==> config.mk <==
export PLATFORM = sky130hd
export DESIGN_NAME = layer_sequencer
export DESIGN_NICKNAME = d
export VERILOG_FILES = /design/src/rtl/layer_sequencer.sv
export SDC_FILE = /design/constraint.sdc
export NUM_CORES = 1
export LEC_CHECK = 0
export CAP_MARGIN = 25
export CORE_AREA = 3 3 219 221
export DETAILED_ROUTE_END_ITERATION = 16
export DIE_AREA = 0 0 222 224
export HOLD_SLACK_MARGIN = 0.06
export PLACE_DENSITY_LB_ADDON = 0.05
export REMOVE_ABC_BUFFERS = 1
export SLEW_MARGIN = 20
export SYNTH_ARGS = -nofsm -noshare
export SYNTH_HDL_FRONTEND = slang
export SYNTH_SLANG_ARGS = --single-unit
==> constraint.sdc <==
create_clock -name clk -period 2.3 [get_ports clk]
set_input_delay 0.345 -clock clk [delete_from_list [all_inputs] [get_ports clk]]
set_output_delay 0.345 -clock clk [all_outputs]
set_load 0.02 [all_outputs]
==> src/rtl/layer_sequencer.sv <==
// Streams input samples into a neuron layer, collects every neuron output, then emits them in order.
// Optional WAIT-state timeout with an ERR state is enabled by defining LAYER_SEQ_TIMEOUT_EN.
module layer_sequencer #(
    parameter int NN         = 30,
    parameter int NUM_INPUTS = 784,
    parameter int dataWidth  = 16,
    parameter int TIMEOUT    = 1023
) (
    input  logic                    clk,
    input  logic                    rst,
    input  logic                    start,
    input  logic [dataWidth-1:0]    s_data,
    input  logic                    s_valid,
    output logic                    s_ready,
    output logic [dataWidth-1:0]    l_x_in,
    output logic                    l_x_valid,
    input  logic [NN-1:0]           l_o_valid,
    input  logic [NN*dataWidth-1:0] l_x_out,
    output logic [dataWidth-1:0]    m_data,
    output logic                    m_valid,
    input  logic                    m_ready,
    output logic                    m_last,
    output logic                    busy,
    output logic                    done,
    output logic                    error
);

    localparam int CNT_W = $clog2(NUM_INPUTS + 1);
    localparam int IDX_W = (NN > 1) ? $clog2(NN) : 1;

`ifdef LAYER_SEQ_TIMEOUT_EN
    typedef enum logic [2:0] {IDLE, FEED, WAIT, DRAIN, ERR} state_t;
`else
    typedef enum logic [1:0] {IDLE, FEED, WAIT, DRAIN} state_t;
`endif

    state_t               state, state_nxt;
    logic [CNT_W-1:0]     in_cnt;
    logic [NN-1:0]        mask, mask_nxt;
    logic [IDX_W-1:0]     idx;
    logic [dataWidth-1:0] res_buf [NN];
    logic                 s_fire, m_fire, last_in, last_out, restart;

    assign s_fire   = (state == FEED) && s_valid;
    assign m_fire   = (state == DRAIN) && m_ready;
    assign last_in  = (in_cnt == CNT_W'(NUM_INPUTS - 1));
    assign last_out = (idx == IDX_W'(NN - 1));
    assign mask_nxt = mask | l_o_valid;

`ifdef LAYER_SEQ_TIMEOUT_EN
    localparam int TMO_W = $clog2(TIMEOUT + 1);
    logic [TMO_W-1:0] wait_cnt;
    logic             tmo_hit;

    assign tmo_hit = (wait_cnt == TMO_W'(TIMEOUT - 1));
    assign restart = start && ((state == IDLE) || (state == ERR));

    always_ff @(posedge clk or negedge rst) begin
        if (!rst)
            wait_cnt <= '0;
        else if (restart)
            wait_cnt <= '0;
        else if (state == WAIT)
            wait_cnt <= wait_cnt + TMO_W'(1);
    end
`else
    assign restart = start && (state == IDLE);
`endif

    always_ff @(posedge clk or negedge rst) begin
        if (!rst)
            state <= IDLE;
        else
            state <= state_nxt;
    end

    always_comb begin
        state_nxt = state;
        case (state)
            IDLE:  if (start) state_nxt = FEED;
            FEED:  if (s_fire && last_in) state_nxt = WAIT;
            WAIT: begin
                // Bits arriving in the completing cycle count toward the full mask.
                if (&mask_nxt)
                    state_nxt = DRAIN;
`ifdef LAYER_SEQ_TIMEOUT_EN
                else if (tmo_hit)
                    state_nxt = ERR;
`endif
            end
            DRAIN: if (m_fire && last_out) state_nxt = IDLE;
`ifdef LAYER_SEQ_TIMEOUT_EN
            ERR:   if (start) state_nxt = FEED;
`endif
            default: state_nxt = IDLE;
        endcase
    end

    always_ff @(posedge clk or negedge rst) begin
        if (!rst) begin
            in_cnt    <= '0;
            mask      <= '0;
            idx       <= '0;
            l_x_in    <= '0;
            l_x_valid <= 1'b0;
            done      <= 1'b0;
        end else begin
            l_x_valid <= s_fire;
            if (s_fire)
                l_x_in <= s_data;
            // done is registered, so it pulses in the first IDLE cycle after the last beat.
            done <= m_fire && last_out;
            if (restart) begin
                in_cnt <= '0;
                mask   <= '0;
                idx    <= '0;
            end else begin
                if (s_fire)
                    in_cnt <= in_cnt + CNT_W'(1);
                if (state == WAIT)
                    mask <= mask_nxt;
                if (m_fire)
                    idx <= idx + IDX_W'(1);
            end
        end
    end

    // Result buffer carries no reset; it is only read in DRAIN, which follows a complete WAIT.
    always_ff @(posedge clk) begin
        if (state == WAIT) begin
            for (int i = 0; i < NN; i++) begin
                if (l_o_valid[i])
                    res_buf[i] <= l_x_out[i*dataWidth +: dataWidth];
            end
        end
    end

    assign s_ready = (state == FEED);
    assign m_valid = (state == DRAIN);
    assign m_data  = m_valid ? res_buf[idx] : '0;
    assign m_last  = m_valid && last_out;
    assign busy    = (state != IDLE);
`ifdef LAYER_SEQ_TIMEOUT_EN
    assign error   = (state == ERR);
`else
    assign error   = 1'b0;
`endif

endmodule

======== Word level (Yosys, flattened, before mapping) ========
Memory sizes are Yosys's and may differ from the RTL's.
Cells that the tools add are included.
operators by class
  add/sub/neg operators ................... 2
  $mul .................................... 0
  div/mod/pow operators ................... 0
  order comparisons ....................... 0
  equality and inequality tests ........... 9
  shift-type cells ........................ 0
  multiplexer cells ....................... 102
  bitwise operators ....................... 1
  reductions and logical operators ........ 13
operator list
  operator                 count
  $mux W1                  90
  $mux W30                 2
  $or A30 B30 Y30          1
  $reduce_and A30 Y1       1
  $mux W10                 2
  $mux W16                 1
  $add A10 B1 Y10 const B  1
  $eq A10 B10 Y1 const B   1
  $mux W5                  2
  $mux W2                  4
  $pmux W2 S4              1
  $reduce_bool A2 Y1       4
  $logic_and A1 B1 Y1      6
  $add A5 B1 Y5 const B    1
  $eq A5 B5 Y1 const B     1
  $eq A2 B2 Y1 const B     2
  $ne A2 B1 Y1 const B     2
  $ne A2 B2 Y1 const B     2
  $reduce_and A4 Y1        1
  $eq A2 B1 Y1 const B     1
  $logic_not A2 Y1         1
storage, ports and cells
  bits in registers ....................... 65
  latch bits .............................. 0
  bits in writable memories ............... 480
  memory bits (read-only) ................. 0
  input port bits ......................... 531
  output and inout port bits .............. 39
  word-level logic and storage cells ...... 135
  memories kept ........................... 1
memories
  memory   words  bits a word  rd ports  clocked after Yosys merged registers in  write ports  RTL line  text
  res_buf  30     16           1         0                                        30           41        logic [dataWidth-1:0] res_buf [NN];

======== Depth between registers and ports, before layout ========
  depth in word-level cells ............... 5
  mapped depth ............................ 10
  depth with buffers taken out ............ 7

======== Least setup slack after synthesis ========
No wires, ideal clock.
  path kind ............................... register to output
  from .................................... register idx[0]
  to ...................................... output port m_data[11]
  arrival ................................. 1.977 ns
  required time ........................... 1.955 ns
  slack ................................... -0.022 ns
  cell stages (with the launch flop) ...... 9
  buffers on the path ..................... 3
  cells stage by stage .................... dfrtp_1 -> buf_6 -> buf_6 -> buf_6 -> mux2i_1 -> a221oi_2 -> o21ai_0 -> and3b_1 -> nor3_1
on the way
  longest elaborated chain between the ends .. 2
ends and longest elaborated chain
  element                   RTL line  text
  start: declaration        40        logic [IDX_W-1:0] idx;
  start signal: assignment  123       idx <= idx + IDX_W'(1);
  $mem_v2 Z30 W16           n/a
  $mux W16                  140       assign m_data = m_valid ? res_buf[idx] : '0;
  end: declaration          19        output logic [dataWidth-1:0] m_data,
No other way between the ends.

======== Worst setup path in the final report ========
  from .................................... register idx[0]
  to ...................................... output port m_data[7]
The elaborated chain is that of the path after synthesis.

==> reports/qor.yml <==
status: "complete, but fails checks"
violations: "negative setup slack"
hpwl_um: 49700
p_total_mw: 35.8
path_clk_slew_ns: 0.06
synthAdderAreaFrac: 0.00471
finalHoldViolations: 0
synth.distinct_cells: 44
cts_root_buffer: "clkbuf_16"
grt_max_degree: 49
top_usage_layer: "met2"
netlist_area_um2: 21200
post-route-period-util: 1.41
ys.flop_type: "edfxtp_1"
grt_util_met3: 0.0743
io_buffers: 568
clock_skew_ns: 0.0255
grt_remaining_overflow: 0
final_layout_size_suffix_gt1_frac: 0.228
clkSinkCount: 545
cts_tree: "yes"
powerDensity_nw_per_um2: 1140
multi_input_area_um2: 5360
cts_max_path_buffers: 3
final_cells: 2505
synthToLayoutAreaGrowth_pct: 48.4
rsz0062_at_grt: "yes"
start_util: 0.458
fin_ws_ns: -0.944
core_um2: 46400
io-pin-count: 570
synthTopCellsByArea: "edfxtp_1, mux4_2, dfrtp_1"
ys_seq_area_frac: 0.755
hold_class: "input port to async pin"
slew_headroom: 0.608
yosys.area.top_type: "edfxtp_1"
dieWidth_um: 222
grt.total_usage: 0.273
synth-seq-cells: 545
fillerInstances: 3148
vias: 13400
std_cell_rows: 79
grt_use_met2: 0.451
critPathMostFrequentCell: "buf_12"
min_period_ns: 3.24
die_y_um: 224
cp_slowest_cell: "dfrtp_4"
synth_top_area_share: 0.679
crit_family: "buffers and inverters"
grt_pass1_wl_um: 97300
cellLeakagePower_nw: 11.0
cts_max_level: 2
synth_top_cells_by_count: "edfxtp_1, mux4_2, nor2_1"
place_ws_ns: -0.928
async_flop_share: 0.119
antenna_left: 0
utilization: 0.680
antenna_found_initial: 24
ir_drop_v: 0.000767
synth_xor_area_frac: 0.00536
nNetsFinal: 2377
place_inst: 2349
cp.required_ns: 1.96
fmax_ghz: 0.308
avgSynthCellArea_um2: 18.9
numCtsBuffers: 56
clock_latency_ns: 0.61
synth_edf_count: 480
yosysMostFrequentCell: "edfxtp_1"
drv_cap: 0
drcViolationCount: 0
routabilityCongestion: 0.862
cp_data_arrival_time_ns: 2.90
slew_viol_final: 0
holdWs_ns: 0.168
syn_inst: 1121
wl_per_cell_um: 27.4
cp_cell_sequence: "buf_12 -> buf_12 -> buf_12 -> buf_16 -> mux4_2 -> nor2_2 -> a211oi_1 -> or3_4 -> buf_6"
grt_pass1_vias: 14100
crit_type: "flip-flop to output port"
setup_viol: 17
routed_via_density: 5.34
drtIter0Drc: 1283
dieArea_um2: 49700
grtUsageMet1: 0.357
seq_area_um2: 16100
yosys_warnings: 0
synth_compound_area_frac: 0.0213
synthSimpleGateAreaFrac: 0.0525
crit_path_end_kind: "output port"
worst_pin_slew_ns: 0.588
synth_top_family_by_area: "multiplexers"
synthMuxAreaShare: 0.145
drt_first_pass_iters: 5
routed_wl_um: 68700
cpPeakStageDelay_ns: 0.52
crit_buf_inv: 5
cp_max_fo: 7
start_kind: "flip-flop"
-- routing by layer --
metal,up-vias,wire length (um)
li1,5899,-
met1,6783,26900
met2,589,34500
met3,100,5640
met4,18,1630
met5,-,101
-- flip-flops by register name, indices dropped and copies added (netlist names) --
| signal | cells |
|---|---|
| res_buf | 480 |
| mask | 30 |
| l_x_in | 16 |
| in_cnt | 10 |
| idx | 5 |
| state | 2 |
| done | 1 |
| l_x_valid | 1 |
-- final timing paths --
check                      startpoint    endpoint  slack [ns]  cells after the start
setup / recovery               idx[0]   m_data[7]       -0.94                      9
hold / removal                    rst   l_x_in[8]        0.17                      2
setup reg to reg               idx[1]    state[1]        0.12                     10
hold reg to reg             l_x_in[2]   l_x_in[2]        0.48                      2
max in group asynchronous         rst      idx[0]        1.59                      3
min in group clk           s_data[14]  l_x_in[14]        0.28                      3
-- cells by family (layout without fill, tap and decap cells) --
logic type,after synthesis,in the layout
AO/OA/AOI/OAI,68,68
other,1,16
flip-flops,545,545
XOR/XNOR,13,13
AND/OR/NAND/NOR,247,247
adder cells (fa/ha/maj),8,8
buffers and inverters,65,827
multiplexers,174,174
-- power by group --
group,switching (mW),internal (mW)
clock network,3.77,5.28
logic,6.43,6.63
registers,0.683,13.0
-- per-stage QoR --
step                area [um^2]  setup TNS [ns]
floorplan                 20900         -104.10
detailed placement        28500          -11.63
CTS                       31300          -15.74
global route              31500          -15.84
finish                    31500          -14.55
global placement          28500          -11.51
-- area by class of cell --
type / instances / area share
clock inverter: 37 / 0.0107
inverter: 9 / 0.00147
tap: 607 / 0.0241
clock buffer: 66 / 0.0473
timing repair buffer: 715 / 0.236
antenna: 15 / 0.00119
multi-input combinational: 511 / 0.170
sequential: 545 / 0.509
-- cells in the final DEF, fill, tap and decap left out, types with 4 or more instances in the layout --
cell type	n
mux2i_4	12
nand2_1	64
nand4_1	5
mux2i_1	46
xnor2_1	5
clkinv_1	14
clkbuf_1	6
mux4_2	107
edfxtp_1	480
and2_1	32
bufinv_16	6
o21ai_0	6
buf_6	20
clkinv_2	11
nor3_1	6
xor2_1	8
inv_1	8
a211oi_1	13
o22ai_1	18
nor2_2	6
dfrtp_1	62
clkbuf_16	59
nor2_1	98
clkdlybuf4s50_1	547
or3_1	7
buf_12	32
buf_4	99
diode_2	15
o22ai_4	10
buf_16	8
mux2i_2	7
or3_4	6
ha_1	4
-- worst reg2reg max path, cell delays in order (launching register included) --
cell      delay [ns]
dfrtp_4         0.56
buf_12          0.17
buf_16          0.16
clkinv_8        0.05
ha_4            0.13
nand4_1         0.08
o21ai_1         0.14
buf_4           0.14
o221ai_2        0.13
a21oi_2         0.17
mux2_2          0.34
-- timing repair --
action                                  CTS  global route
hold buffers                              1             0
gates cloned                              8             2
hold endpoints to repair                 65             0
resized for setup                       192            33
buffers inserted                         22             6
pin swaps                                25            18
endpoints found under the setup margin   21            20
Power figures use the tool's default switching activity.
